<file path="src/rtl/id_operand_issue_pkg.sv">
// Shared constants and types for the decode/issue operand slice.
package id_operand_issue_pkg;

    // Register-number width of the integer regfile.
    localparam int unsigned REG_ADDR_W = 5;

    // Producer indices on the forwarding buses; lower index is younger.
    localparam int unsigned FWD_EXE = 0;
    localparam int unsigned FWD_MEM = 1;
    localparam int unsigned FWD_WB  = 2;

    // Default width of the opaque decoded payload (control bits plus pc).
    localparam int unsigned PAYLOAD_W_DFLT = 160;

    typedef logic [REG_ADDR_W-1:0] reg_addr_t;

    // Width of a packed bus carrying n register numbers.
    function automatic int unsigned addr_bus_w(input int unsigned n);
        return n * REG_ADDR_W;
    endfunction

endpackage

</file>
<file path="src/rtl/id_operand_issue_if.sv">
// Upstream (IF->ID) and downstream (ID->EXE) handshake bundle of the issue slice.
interface id_operand_issue_if #(
    parameter int unsigned XLEN      = 32,
    parameter int unsigned NUM_SRC   = 2,
    parameter int unsigned PAYLOAD_W = 160
);
    import id_operand_issue_pkg::*;

    logic                              in_valid;
    logic                              in_allowin;
    logic [PAYLOAD_W-1:0]              in_payload;
    logic [NUM_SRC-1:0]                in_src_en;
    logic [addr_bus_w(NUM_SRC)-1:0]    in_src_addr;

    logic                              out_valid;
    logic                              out_allowin;
    logic [PAYLOAD_W-1:0]              out_payload;
    logic [NUM_SRC*XLEN-1:0]           out_src_data;

    // Environment side: feeds instructions and accepts the issued ones.
    modport master (
        output in_valid, in_payload, in_src_en, in_src_addr, out_allowin,
        input  in_allowin, out_valid, out_payload, out_src_data
    );

    // Issue slice side.
    modport slave (
        input  in_valid, in_payload, in_src_en, in_src_addr, out_allowin,
        output in_allowin, out_valid, out_payload, out_src_data
    );

endinterface

</file>
<file path="src/rtl/id_operand_issue_fwd_select.sv">
// Per-source operand resolver: priority forwarding select plus data-ready hazard.
module fwd_select
    import id_operand_issue_pkg::*;
#(
    parameter int unsigned XLEN    = 32,
    parameter int unsigned NUM_FWD = 3
) (
    input  logic                          valid,
    input  logic                          src_en,
    input  reg_addr_t                     src_addr,
    input  logic [NUM_FWD-1:0]            fwd_valid,
    input  logic [NUM_FWD-1:0]            fwd_we,
    input  logic [NUM_FWD*REG_ADDR_W-1:0] fwd_addr,
    input  logic [NUM_FWD*XLEN-1:0]       fwd_data,
    input  logic [NUM_FWD-1:0]            fwd_data_ok,
    input  logic [XLEN-1:0]               rf_rdata,
    output logic [XLEN-1:0]               data,
    output logic                          hazard
);

    logic               live;
    logic [NUM_FWD-1:0] match;
    logic [NUM_FWD-1:0] first;
    logic [NUM_FWD:0]   taken;
    logic [XLEN-1:0]    sel_data;

    // r0 and unused sources never forward and never stall.
    assign live     = valid & src_en & (src_addr != '0);
    assign taken[0] = 1'b0;

    // Priority chain from the youngest producer: first[f] marks the single winner.
    for (genvar f = 0; f < NUM_FWD; f++) begin : g_prio
        assign match[f]   = live & fwd_valid[f] & fwd_we[f] &
                            (fwd_addr[f*REG_ADDR_W +: REG_ADDR_W] == src_addr);
        assign first[f]   = match[f] & ~taken[f];
        assign taken[f+1] = taken[f] | match[f];
    end

    // A winner whose result is not final blocks issue, even if an older stage matches.
    assign hazard = |(first & ~fwd_data_ok);

    // One-hot AND-OR mux of the winning producer's result.
    always_comb begin
        sel_data = '0;
        for (int unsigned f = 0; f < NUM_FWD; f++) begin
            if (first[f]) begin
                sel_data = sel_data | fwd_data[f*XLEN +: XLEN];
            end
        end
    end

    // Operand value: zero for r0/unused, else forwarded result, else regfile.
    always_comb begin
        data = rf_rdata;
        if (!src_en || (src_addr == '0)) begin
            data = '0;
        end else if (taken[NUM_FWD]) begin
            data = sel_data;
        end
    end

endmodule

</file>
<file path="src/rtl/id_operand_issue.sv">
// Decode/issue register slice between IF and EXE with forwarding and load-use interlock.
module id_operand_issue
    import id_operand_issue_pkg::*;
#(
    parameter int unsigned XLEN      = 32,
    parameter int unsigned NUM_SRC   = 2,
    parameter int unsigned NUM_FWD   = 3,
    parameter int unsigned PAYLOAD_W = PAYLOAD_W_DFLT,
    parameter int unsigned CNT_W     = 16
) (
    input  logic                          clk,
    input  logic                          resetn,
    id_operand_issue_if.slave             pipe,
    output logic [NUM_SRC*REG_ADDR_W-1:0] rf_raddr,
    input  logic [NUM_SRC*XLEN-1:0]       rf_rdata,
    input  logic [NUM_FWD-1:0]            fwd_valid,
    input  logic [NUM_FWD-1:0]            fwd_we,
    input  logic [NUM_FWD*REG_ADDR_W-1:0] fwd_addr,
    input  logic [NUM_FWD*XLEN-1:0]       fwd_data,
    input  logic [NUM_FWD-1:0]            fwd_data_ok,
    input  logic                          flush,
    output logic [CNT_W-1:0]              stall_cnt
);

    localparam logic [CNT_W-1:0] CNT_ONE = {{(CNT_W-1){1'b0}}, 1'b1};

    logic                          valid_r;
    logic [PAYLOAD_W-1:0]          payload_r;
    logic [NUM_SRC-1:0]            src_en_r;
    logic [NUM_SRC*REG_ADDR_W-1:0] src_addr_r;

    logic [NUM_SRC-1:0]            hazard;
    logic [NUM_SRC*XLEN-1:0]       src_data;
    logic                          ready_go;
    logic                          accept;

    // One resolver per source operand, all fed by the same producer buses.
    for (genvar i = 0; i < NUM_SRC; i++) begin : g_src
        fwd_select #(
            .XLEN    (XLEN),
            .NUM_FWD (NUM_FWD)
        ) u_fwd_select (
            .valid       (valid_r),
            .src_en      (src_en_r[i]),
            .src_addr    (src_addr_r[i*REG_ADDR_W +: REG_ADDR_W]),
            .fwd_valid   (fwd_valid),
            .fwd_we      (fwd_we),
            .fwd_addr    (fwd_addr),
            .fwd_data    (fwd_data),
            .fwd_data_ok (fwd_data_ok),
            .rf_rdata    (rf_rdata[i*XLEN +: XLEN]),
            .data        (src_data[i*XLEN +: XLEN]),
            .hazard      (hazard[i])
        );
    end

    assign ready_go          = ~|hazard;
    assign pipe.in_allowin   = ~valid_r | (ready_go & pipe.out_allowin);
    assign pipe.out_valid    = valid_r & ready_go & ~flush;
    assign pipe.out_payload  = payload_r;
    assign pipe.out_src_data = src_data;
    assign rf_raddr          = src_addr_r;
    assign accept            = pipe.in_valid & pipe.in_allowin & ~flush;

    // Stage registers: flush kills the held instruction and drops any incoming one.
    always_ff @(posedge clk) begin
        if (!resetn) begin
            valid_r    <= 1'b0;
            payload_r  <= '0;
            src_en_r   <= '0;
            src_addr_r <= '0;
        end else begin
            if (flush) begin
                valid_r <= 1'b0;
            end else if (pipe.in_allowin) begin
                valid_r <= pipe.in_valid;
            end
            if (accept) begin
                payload_r  <= pipe.in_payload;
                src_en_r   <= pipe.in_src_en;
                src_addr_r <= pipe.in_src_addr;
            end
        end
    end

    // Saturating count of cycles lost to operand hazards (back-pressure excluded).
    always_ff @(posedge clk) begin
        if (!resetn) begin
            stall_cnt <= '0;
        end else if (valid_r && !ready_go && !flush && (stall_cnt != '1)) begin
            stall_cnt <= stall_cnt + CNT_ONE;
        end
    end

endmodule
</file>
<file path="src/flat_wrapper.sv">
// flat-port wrapper written by rule: the top's interface ports become plain ports
module id_operand_issue_flat import id_operand_issue_pkg::*;
#(
    parameter int unsigned XLEN      = 32,
    parameter int unsigned NUM_SRC   = 2,
    parameter int unsigned NUM_FWD   = 3,
    parameter int unsigned PAYLOAD_W = PAYLOAD_W_DFLT,
    parameter int unsigned CNT_W     = 16
)
  (clk, resetn, rf_raddr, rf_rdata, fwd_valid, fwd_we, fwd_addr, fwd_data, fwd_data_ok, flush, stall_cnt, pipe_in_valid, pipe_in_payload, pipe_in_src_en, pipe_in_src_addr, pipe_out_allowin, pipe_in_allowin, pipe_out_valid, pipe_out_payload, pipe_out_src_data);
  id_operand_issue_if #(.XLEN(XLEN), .NUM_SRC(NUM_SRC), .PAYLOAD_W(PAYLOAD_W)) pipe_i ();
  input  logic clk;
  input  logic resetn;
  output logic [NUM_SRC*REG_ADDR_W-1:0] rf_raddr;
  input  logic [NUM_SRC*XLEN-1:0] rf_rdata;
  input  logic [NUM_FWD-1:0] fwd_valid;
  input  logic [NUM_FWD-1:0] fwd_we;
  input  logic [NUM_FWD*REG_ADDR_W-1:0] fwd_addr;
  input  logic [NUM_FWD*XLEN-1:0] fwd_data;
  input  logic [NUM_FWD-1:0] fwd_data_ok;
  input  logic flush;
  output logic [CNT_W-1:0] stall_cnt;
  input wire logic [$bits(pipe_i.in_valid)-1:0] pipe_in_valid;
  input wire logic [$bits(pipe_i.in_payload)-1:0] pipe_in_payload;
  input wire logic [$bits(pipe_i.in_src_en)-1:0] pipe_in_src_en;
  input wire logic [$bits(pipe_i.in_src_addr)-1:0] pipe_in_src_addr;
  input wire logic [$bits(pipe_i.out_allowin)-1:0] pipe_out_allowin;
  output wire logic [$bits(pipe_i.in_allowin)-1:0] pipe_in_allowin;
  output wire logic [$bits(pipe_i.out_valid)-1:0] pipe_out_valid;
  output wire logic [$bits(pipe_i.out_payload)-1:0] pipe_out_payload;
  output wire logic [$bits(pipe_i.out_src_data)-1:0] pipe_out_src_data;
  assign pipe_i.in_valid = pipe_in_valid;
  assign pipe_i.in_payload = pipe_in_payload;
  assign pipe_i.in_src_en = pipe_in_src_en;
  assign pipe_i.in_src_addr = pipe_in_src_addr;
  assign pipe_i.out_allowin = pipe_out_allowin;
  assign pipe_in_allowin = pipe_i.in_allowin;
  assign pipe_out_valid = pipe_i.out_valid;
  assign pipe_out_payload = pipe_i.out_payload;
  assign pipe_out_src_data = pipe_i.out_src_data;
  id_operand_issue #(.XLEN(XLEN), .NUM_SRC(NUM_SRC), .NUM_FWD(NUM_FWD), .PAYLOAD_W(PAYLOAD_W), .CNT_W(CNT_W)) u_core (.clk(clk), .resetn(resetn), .pipe(pipe_i), .rf_raddr(rf_raddr), .rf_rdata(rf_rdata), .fwd_valid(fwd_valid), .fwd_we(fwd_we), .fwd_addr(fwd_addr), .fwd_data(fwd_data), .fwd_data_ok(fwd_data_ok), .flush(flush), .stall_cnt(stall_cnt));
endmodule
</file>
<file path="config.mk">
export PLATFORM = sky130hd
export DESIGN_NAME = id_operand_issue_flat
export DESIGN_NICKNAME = d
export VERILOG_FILES = /design/src/rtl/id_operand_issue_pkg.sv /design/src/rtl/id_operand_issue_if.sv /design/src/rtl/id_operand_issue_fwd_select.sv /design/src/rtl/id_operand_issue.sv /design/src/flat_wrapper.sv
export SDC_FILE = /design/constraint.sdc
export NUM_CORES = 1
export LEC_CHECK = 0
export ABC_CLOCK_PERIOD_IN_PS = 3280
export BUFFER_PORTS_ARGS = -buffer_cell sky130_fd_sc_hd__buf_2
export CAP_MARGIN = 20
export CORE_AREA = 8 8 234 236
export DETAILED_ROUTE_END_ITERATION = 10
export DIE_AREA = 0 0 242 244
export GPL_ROUTABILITY_DRIVEN = 0
export GPL_TIMING_DRIVEN = 0
export PLACE_DENSITY = 0.52
export SLEW_MARGIN = 10
export SYNTH_ARGS = -nofsm -noshare
export SYNTH_HDL_FRONTEND = slang
export SYNTH_SLANG_ARGS = --single-unit
</file>
<file path="constraint.sdc">
create_clock -name clk -period 3.28 [get_ports clk]
set_input_delay 0.656 -clock clk [delete_from_list [all_inputs] [get_ports clk]]
set_output_delay 0.656 -clock clk [all_outputs]
set_load 0.02 [all_outputs]
</file>
### Word-level counts from Yosys, hierarchy flattened

Index checks and enable logic that the tools add are counted.

* $add $sub $neg: 1
* multiply operators: 0
* divide/modulo/power cells: 0
* order comparisons: 0
* equality and inequality tests: 7
* shift-type cells: 0
* mux-type cells: 10
* bitwise logic cells: 50
* reduce and logical (&&, ||, !) cells: 15

Operators by type and width (number)
* 2-to-1 mux 32 bit: 10
* OR 32 bit: 4
* AND 1 bit: 31
* == test 5 bit: 6
* adder 16 x 1 -> 16 bit (second input constant): 1
* != test 16 bit (second input constant): 1
* logical NOT 5 bit: 2
* nonzero test 5 bit: 2
* inverter 1 bit: 7
* AND 3 bit: 2
* OR reduction 6 bit: 1
* OR 1 bit: 5
* logical NOT 1 bit: 4
* logical AND 1 bit: 3
* inverter 3 bit: 1
* logical OR 1 bit: 2
* OR reduction 2 bit: 1

* register bits: 189
* bits in latches: 0
* memory bits (writable): 0
* memory bits (read-only): 0
* output and inout bits: 252
* memories kept: 0

### Logic depth before layout (Yosys ltp)

Gate-level depths: netlist (run 1).

* depth in word-level cells: 15
* depth in mapped cells: 12

### Hierarchy

From an unflattened synthesis (run 1), not the netlist that was laid out.

* cells, all modules: 1361
* area total of the unflattened synthesis: 9734.3 µm²

By module, submodules not included
* id_operand_issue: times used 1, cells each 855, area each 6789.0 µm², sequential area each 3783.6 µm²
* fwd_select: times used 2, cells each 253, area each 1472.7 µm², sequential area each 0.0 µm²

### Least setup slack after synthesis (run 1)

Ideal clock, no wire load.

* path kind: in2out
* start point: input fwd_addr[4]
* end point: output pipe_out_valid
* arrival time: 2.815 ns
* required time: 2.624 ns
* slack: -0.191 ns
* stages on the path: 8
* buffers on the path: 2
* path through: xnor2_1 > nand4_1 > nor4_1 > or4b_1 > and4_1 > buf_2 > clkbuf_1 > and2_1

* cells in the longest elaborated chain, start to end: 10
* elaborated cells between the ends (all ways): 20

RTL lines
* start, declared: line flat_wrapper.sv:18 `input logic [NUM_FWD*REG_ADDR_W-1:0] fwd_addr;`
* == test 5 bit: line id_operand_issue_fwd_select.sv:34 `(fwd_addr[f*REG_ADDR_W +: REG_ADDR_W] == src_addr);`
* AND 1 bit: line id_operand_issue_fwd_select.sv:33 `assign match[f] = live & fwd_valid[f] & fwd_we[f] &`
* OR 1 bit: line id_operand_issue_fwd_select.sv:36 `assign taken[f+1] = taken[f] | match[f];`
* inverter 1 bit: line id_operand_issue_fwd_select.sv:35 `assign first[f] = match[f] & ~taken[f];`
* AND 1 bit: line id_operand_issue_fwd_select.sv:35
* AND 3 bit: line id_operand_issue_fwd_select.sv:40 `assign hazard = |(first & ~fwd_data_ok);`
* OR reduction 6 bit (*): line id_operand_issue.sv:57 `assign ready_go = ~|hazard;`
* logical NOT 1 bit (*): line id_operand_issue.sv:57
* AND 1 bit (*) (2 in series): line id_operand_issue.sv:59 `assign pipe.out_valid = valid_r & ready_go & ~flush;`
* end, declared: line flat_wrapper.sv:29 `output wire logic [$bits(pipe_i.out_valid)-1:0] pipe_out_valid;`

Every way passes the cells marked *; elsewhere a longest branch is shown, timed or not.

### Final worst setup path (run 1)

* start point: register u_core.src_addr_r[0], in the netlist u_core.rf_raddr[0]
* end point: output pipe_out_src_data[10]

* cells in the longest elaborated chain, start to end: 12
* elaborated cells between the ends (all ways): 29

RTL lines
* start, declared: line id_operand_issue.sv:30 `logic [NUM_SRC*REG_ADDR_W-1:0] src_addr_r;`
* start signal, assigned: line id_operand_issue.sv:81 `src_addr_r <= pipe.in_src_addr;`
* nonzero test 5 bit: line id_operand_issue_fwd_select.sv:28 `assign live = valid & src_en & (src_addr != '0);`
* AND 1 bit: line id_operand_issue_fwd_select.sv:28
* AND 1 bit (3 in series): line id_operand_issue_fwd_select.sv:33
* 2-to-1 mux 32 bit or inverter 1 bit (tied branches): line id_operand_issue_fwd_select.sv:46, id_operand_issue_fwd_select.sv:35
* OR 32 bit or AND 1 bit (tied branches): line id_operand_issue_fwd_select.sv:47, id_operand_issue_fwd_select.sv:35
* 2-to-1 mux 32 bit: line id_operand_issue_fwd_select.sv:46 `if (first[f]) begin`
* OR 32 bit: line id_operand_issue_fwd_select.sv:47 `sel_data = sel_data | fwd_data[f*XLEN +: XLEN];`
* 2-to-1 mux 32 bit: line id_operand_issue_fwd_select.sv:46
* 2-to-1 mux 32 bit: line id_operand_issue_fwd_select.sv:57 `end else if (taken[NUM_FWD]) begin`
* 2-to-1 mux 32 bit (*): line id_operand_issue_fwd_select.sv:55 `if (!src_en || (src_addr == '0)) begin`
* end, declared: line flat_wrapper.sv:31 `output wire logic [$bits(pipe_i.out_src_data)-1:0] pipe_out_src_data;`

Marked as above.

==> flow_summary.yaml, run 1 <==
outcome:
  status: "complete, but fails checks"
  violations: "setup timing"
critical_path:
  crit_path_top_delay_cell: "nor4bb_4"
  crit_path_cell_trace: "buf_8 -> xor2_2 -> nor4_4 -> nor4bb_4 -> nor2_2 -> and2_4 -> clkbuf_16 -> a222oi_1 -> a21oi_2 -> buf_6"
  cp_num_buf_inv: 3
  worstPathArrival_ns: 3.04
  worstPathRequired_ns: 2.62
  worstPathMaxFanout: 7
  slowest_delay_ns: 0.47
  start_kind: "flop"
  reg2reg_slack_ns: 0.23
  path_delay_family: "simple AND/OR/NAND/NOR gates"
  endpoint_kind: "output pin"
  worstSetupPathType: "flop to output pin"
floorplan:
  pin_count: 613
  die_w_um: 242
  die_h_um: 244
  placementRows: 83
  initial_core_util_pct: 19.0
  die_area_um2: 59000
  design.core.area_um2: 50900
drt:
  drc: 0
  vias: 11800
  drt_iter0_drc: 672
  avgRoutedWirePerCell_um: 21.1
  wl_mm: 54.4
  vias_per_cell: 4.56
  first_pass_iters: 6
  antenna_left: 0
yosys:
  syn_inst: 1204
  syn_area_um2: 9670
  ys_types: 48
  syn-num-nets: 1566
  synth_area_per_cell_um2: 8.03
  synth_flop_cell: "dfxtp_1"
  synthArstFlopShare_pct: 0
  synth_seq_cells: 189
  synth_seq_area_share_pct: 39.1
  synth_enable_flop_cells: 0
  synth_warnings: 0
sta:
  relSlewSlack_pct: 34.0
  tns_ns: -18.13
  final.setup_skew_ns: 0.0156
  period_share_pct: 113
  rsz0062_at_grt: "yes"
  period_minus_slack_ns: 3.69
  worst_slack_ns: -0.414
  slew_viol_final: 0
  worst_pin_slew_ns: 0.990
  fmax_mhz: 271
  hold_viol_final: 0
  setup_viol: 66
global_route:
  grtUsageTotal_pct: 17.3
  antenna_found_initial: 10
  grt_start_max_net_pins: 20
  grt_pass1_wl_mm: 78.7
  grt_pass1_vias: 12300
  gr-total-overflow: 0
flow_run:
  drv_cap: 0
layout:
  seqCellArea_um2: 3820
  multi_input_area_um2: 6520
  post-route-util_pct: 32.3
  nFillCells: 5395
  area_growth_pct: 69.7
  drive_above_1_share_pct: 47.9
  final_common_cell: "buf_2"
  final_nets: 2244
  final_cell_mix: "buf_2, nand2_1, mux2i_1, dfxtp_1, buf_4"
clocking:
  cts_root_buffer: "clkbuf_16"
  clkLatencyLatePin_ns: 0.48
  cts_hold_buf: 0
  clkSinkCount: 189
  clockBufferDepth: 2
  path_clk_slew_ns: 0.09
  htree_num_levels: 4
  cts_tree: "yes"
  numCtsBuffers: 17
placement:
  post-dp-hpwl_mm: 43.2
  portBuffers: 611
power:
  ir_drop_v: 0.000329
  powerDensity_nw_per_um2: 371
  power_leakage_nw: 7.53
hold_path:
  holdCritPathClass: "input port to flop"
==> layer usage <==
| metal | GRT usage, % | share of wire [%] |
|---|---|---|
| met1 | 17.6 | 37 |
| met2 | 32.0 | 52 |
| met3 | 5.56 | 7.3 |
| met4 | 7.77 | 3.7 |
| met5 | 0 | 0.035 |
==> report_power, final <==
group	internal (mW)	switching (mW)	leakage, nW	total (mW)
combinational	0.567	0.825	5.69	1.39
sequential	2.43	0.0866	1.56	2.52
clock	1.10	1.08	0.292	2.17
total	4.10	1.99	7.53	6.09
==> stage by stage <==
stage | cells | hold WS [ns] | total power [mW] | worst slack [ns] | cell area (um^2)
CTS | 2563 | 0.349 | 6.14 | -0.420 | 15800
floorplan | 1204 | 0.433 | 3.22 | 0.00585 | 9880
finish | 2580 | 0.405 | 6.09 | -0.414 | 16400
global placement | 2495 | 0.439 | 3.82 | -0.956 | 13800
global route | 2579 | 0.383 | 6.37 | -0.596 | 16400
detailed placement | 2495 | 0.444 | 3.83 | -0.983 | 13800
==> cell usage after synthesis (2+ instances only) <==
master    instances  area [um^2]
a31oi_1          31          194
a21oi_1          42          210
buf_4             2         15.0
o31ai_1           7         52.6
o41ai_1           2         17.5
nand3_1           7         35.0
nor3_1            5         25.0
nand2b_1          7         43.8
nand4_1          11         68.8
nand2_1         462         1730
mux2i_1         178         1780
xor2_1            8         70.1
and2_1            3         18.8
buf_2            19         95.1
a222oi_1         32          320
nor4_1            6         37.5
xnor2_1          22          193
and4_1            2         17.5
clkbuf_1         79          297
o311ai_1          2         17.5
or2_2             2         12.5
or3_1             5         31.3
a22oi_1          31          233
nor2_1            6         22.5
and3_1            7         43.8
nor4_2            3         37.5
inv_1             4         15.0
or4_1            11         82.6
dfxtp_1         189         3780
==> cells by family (layout without fill, tap and decap cells) <==
logic type,count (synthesis),count (layout),synth area share [%]
flops,189,189,39.1
buf+inv,106,797,4.51
other cells,0,5,0
compound gates,156,156,11.6
xor+xnor,30,30,2.72
mux,178,178,18.4
simple gates,544,544,23.5
fa+ha+maj,1,1,0.129
==> sequential cells by signal (all words and copies together), names as in the netlist <==
register,flops
u_core.stall_cnt,16
u_core.rf_raddr,10
u_core.src_en_r,2
u_core.valid_r,1
u_core.pipe.out_payload,160
==> cell type report <==
type                            instances  share of cell area [%]
Tap cell                              680                    5.18
Multi-Input combinational cell        909                    39.7
Antenna cell                            5                  0.0762
Buffer                                 94                    4.41
Timing Repair Buffer                  666                    23.6
Clock inverter                         14                    1.04
Inverter                                5                   0.114
Sequential cell                       189                    23.3
Clock buffer                           18                    2.61
==> timing repair <==
action / CTS / global route
gates resized for setup: 267 / 128
pin swaps: 76 / 78
gates cloned: 5 / 4
setup endpoints to repair: 255 / 146
endpoints found under the hold margin: 0 / 0
buffers inserted: 40 / 9
==> path summary, 6_finish.rpt <==
path	startpoint	to	depth (start not counted)
min reg2reg	u_core.pipe.out_payload[92]	u_core.pipe.out_payload[92]	2
max	u_core.rf_raddr[0]	pipe_out_src_data[10]	10
min	pipe_in_src_addr[7]	u_core.rf_raddr[7]	3
max reg2reg	u_core.rf_raddr[6]	u_core.pipe.out_payload[52]	12
==> worst register-to-register path: cells and delay by family (launching register included) <==
kind	cells	cell delay, ns
mux	1	0.22
flops	1	0.37
compound gates	3	0.58
simple gates	3	0.75
buf+inv	5	1.04
Power figures use the tool's default switching activity.
==> run 2: changes to the inputs <==
RECOVER_POWER = 100   (was unset)
==> run 2 against run 1 <==
The flow still finishes with violations (setup timing). Sequential cell count unchanged. Combinational power is 3% lower. Routed wire length about the same. Total power shrank 0.57%. Critical path depth did not move. Maximum frequency is 0.43% lower. Cell count stayed put. Utilization down 0.53 points. Sequential share of layout area grew 0.38 points. First-iteration DRC count shrank 1.8%. Critical endpoint is now pipe_in_allowin.
==> flow_summary.yaml, run 2 (synthesized netlist as in run 1, its figures left out) <==
drt:
  top_layer: "met5"
  first_pass_iters: 6
  drc: 0
  dr_wl_met3_mm: 4.12
  vias_per_cell: 4.57
  avgRoutedWirePerCell_um: 21.1
  vias: 11800
  antenna_left: 0
  drt_iter0_drc: 660
  met2_length_mm: 28.3
  met1_length_mm: 19.7
  wl_mm: 54.3
hold_path:
  holdCritPathClass: "input port to flop"
  min_to: "u_core.rf_raddr[7]"
  min_from: "pipe_in_src_addr[7]"
  hold_depth: 3
critical_path:
  crit_path_cell_trace: "or4_1 -> o21ai_4 -> buf_4 -> nor3_1 -> or4b_1 -> and4_4 -> clkbuf_1 -> a21oi_4 -> inv_2 -> buf_6"
  slowest_delay_ns: 0.60
  worstSetupPathType: "flop to output pin"
  worstPathRequired_ns: 2.62
  r2r_start: "u_core.rf_raddr[9]"
  worstPathArrival_ns: 3.05
  reg2reg_slack_ns: -0.06
  start_kind: "flop"
  cp_num_buf_inv: 4
  r2r_cells: 12
  crit_path_top_delay_cell: "dfxtp_1"
  endpoint_kind: "output pin"
  r2r_end: "u_core.pipe.out_payload[52]"
  path_delay_family: "simple AND/OR/NAND/NOR gates"
  worstPathMaxFanout: 6
global_route:
  grt_pass1_wl_mm: 78.7
  gr-total-overflow: 0
  grtUsageTotal_pct: 17.3
  grt_start_max_net_pins: 20
  antenna_found_initial: 10
  grt_pass1_vias: 12300
sta:
  period_minus_slack_ns: 3.71
  fmax_mhz: 270
  final.setup_skew_ns: 0.0144
  hold_viol_final: 0
  relSlewSlack_pct: 35.8
  slew_viol_final: 0
  hold_ws_ns: 0.406
  rsz0062_at_grt: "yes"
  setup_viol: 136
  period_share_pct: 113
  worst_pin_slew_ns: 0.963
  worst_slack_ns: -0.430
layout:
  drive_above_1_share_pct: 38.0
  area_growth_pct: 66.9
  final_nets: 2244
  final_cell_mix: "nand2_1, buf_2, clkbuf_1"
  final_common_cell: "nand2_1"
  largest_register_ffs: 160
clocking:
  numCtsBuffers: 17
  clkLatencyLatePin_ns: 0.48
  clkSinkCount: 189
  htree_num_levels: 4
  clockBufferDepth: 2
  cts_root_buffer: "clkbuf_16"
  path_clk_slew_ns: 0.09
  cts_tree: "yes"
  cts_hold_buf: 0
floorplan:
  initial_core_util_pct: 19.0
  die_area_um2: 59000
  die_w_um: 242
  design.core.area_um2: 50900
  die_h_um: 244
  pin_count: 613
  placementRows: 83
power:
  power_mw: 6.05
  ir_drop_v: 0.000327
  power_leakage_nw: 6.78
  powerDensity_nw_per_um2: 375
placement:
  post-place-ws_ns: -0.983
  post-dp-hpwl_mm: 43.2
  portBuffers: 611
flow_run:
  drv_cap: 0
outcome:
  violations: "setup timing"
  status: "complete, but fails checks"
==> run 2: worst register-to-register path, stage by stage (launching register included) <==
cell and delay (ns):
dfxtp_1 0.45, or4_1 0.51, o21ai_4 0.25, buf_4 0.21
buf_4 0.13, or4_1 0.11, o31a_1 0.16, nand4_1 0.09
o2bb2ai_1 0.15, clkbuf_2 0.36, clkbuf_4 0.34, clkbuf_4 0.29
mux2i_1 0.22
==> run 2: worst max-delay path by stage <==
stage / startpoint / endpoint / slack [ns] / depth (start not counted)
2_1_floorplan: u_core.rf_raddr[1] / pipe_in_allowin / 0.006 / 10
3_3_place_gp: u_core.rf_raddr[6] / pipe_out_src_data[45] / -0.96 / 9
3_5_place_dp: fwd_addr[3] / pipe_out_src_data[3] / -0.98 / 12
4_1_cts: u_core.rf_raddr[1] / pipe_out_src_data[6] / -0.42 / 10
5_1_grt: u_core.rf_raddr[0] / pipe_out_src_data[23] / -0.60 / 10
6_report: u_core.rf_raddr[9] / pipe_in_allowin / -0.43 / 10
==> run 2: what timing repair did <==
action | in CTS | in global routing
setup endpoints to repair | 255 | 146
buffers inserted | 40 | 9
hold endpoints to repair | 0 | 0
gates resized for setup | 267 | 128
pin swaps | 76 | 78
gates cloned | 5 | 4
==> run 2: per-stage QoR <==
| stage | area (um^2) | cells | utilization, % | setup TNS (ns) |
|---|---|---|---|---|
| 2_1_floorplan | 9880 | 1204 | - | 0 |
| 3_3_place_gp | 13800 | 2495 | 27.1 | -122.81 |
| 3_5_place_dp | 13800 | 2495 | 27.1 | -129.88 |
| 4_1_cts | 15800 | 2563 | 31.0 | -20.56 |
| 5_1_grt | 16100 | 2579 | 31.7 | -61.30 |
| 6_report | 16100 | 2580 | 31.7 | -24.05 |
==> run 2: layer usage <==
layer,track usage [%],up-vias
met2,32.0,547
met5,0,-
met1,17.6,5577
met4,7.77,4
met3,5.56,99
li1,-,5551
==> run 2: area by class of cell <==
cell class                      count  area [um^2]
Antenna cell                        5         12.5
Buffer                             94          702
Clock buffer                       18          429
Clock inverter                     14          171
Fill cell                        5490        34700
Inverter                            5         18.8
Multi-Input combinational cell    909         6510
Sequential cell                   189         3820
Tap cell                          680          851
Timing Repair Buffer              666         3630
==> run 2: where the power goes <==
group          switching, mW  internal (mW)
Clock                   1.08           1.10
Combinational          0.824          0.526
Sequential            0.0899           2.43
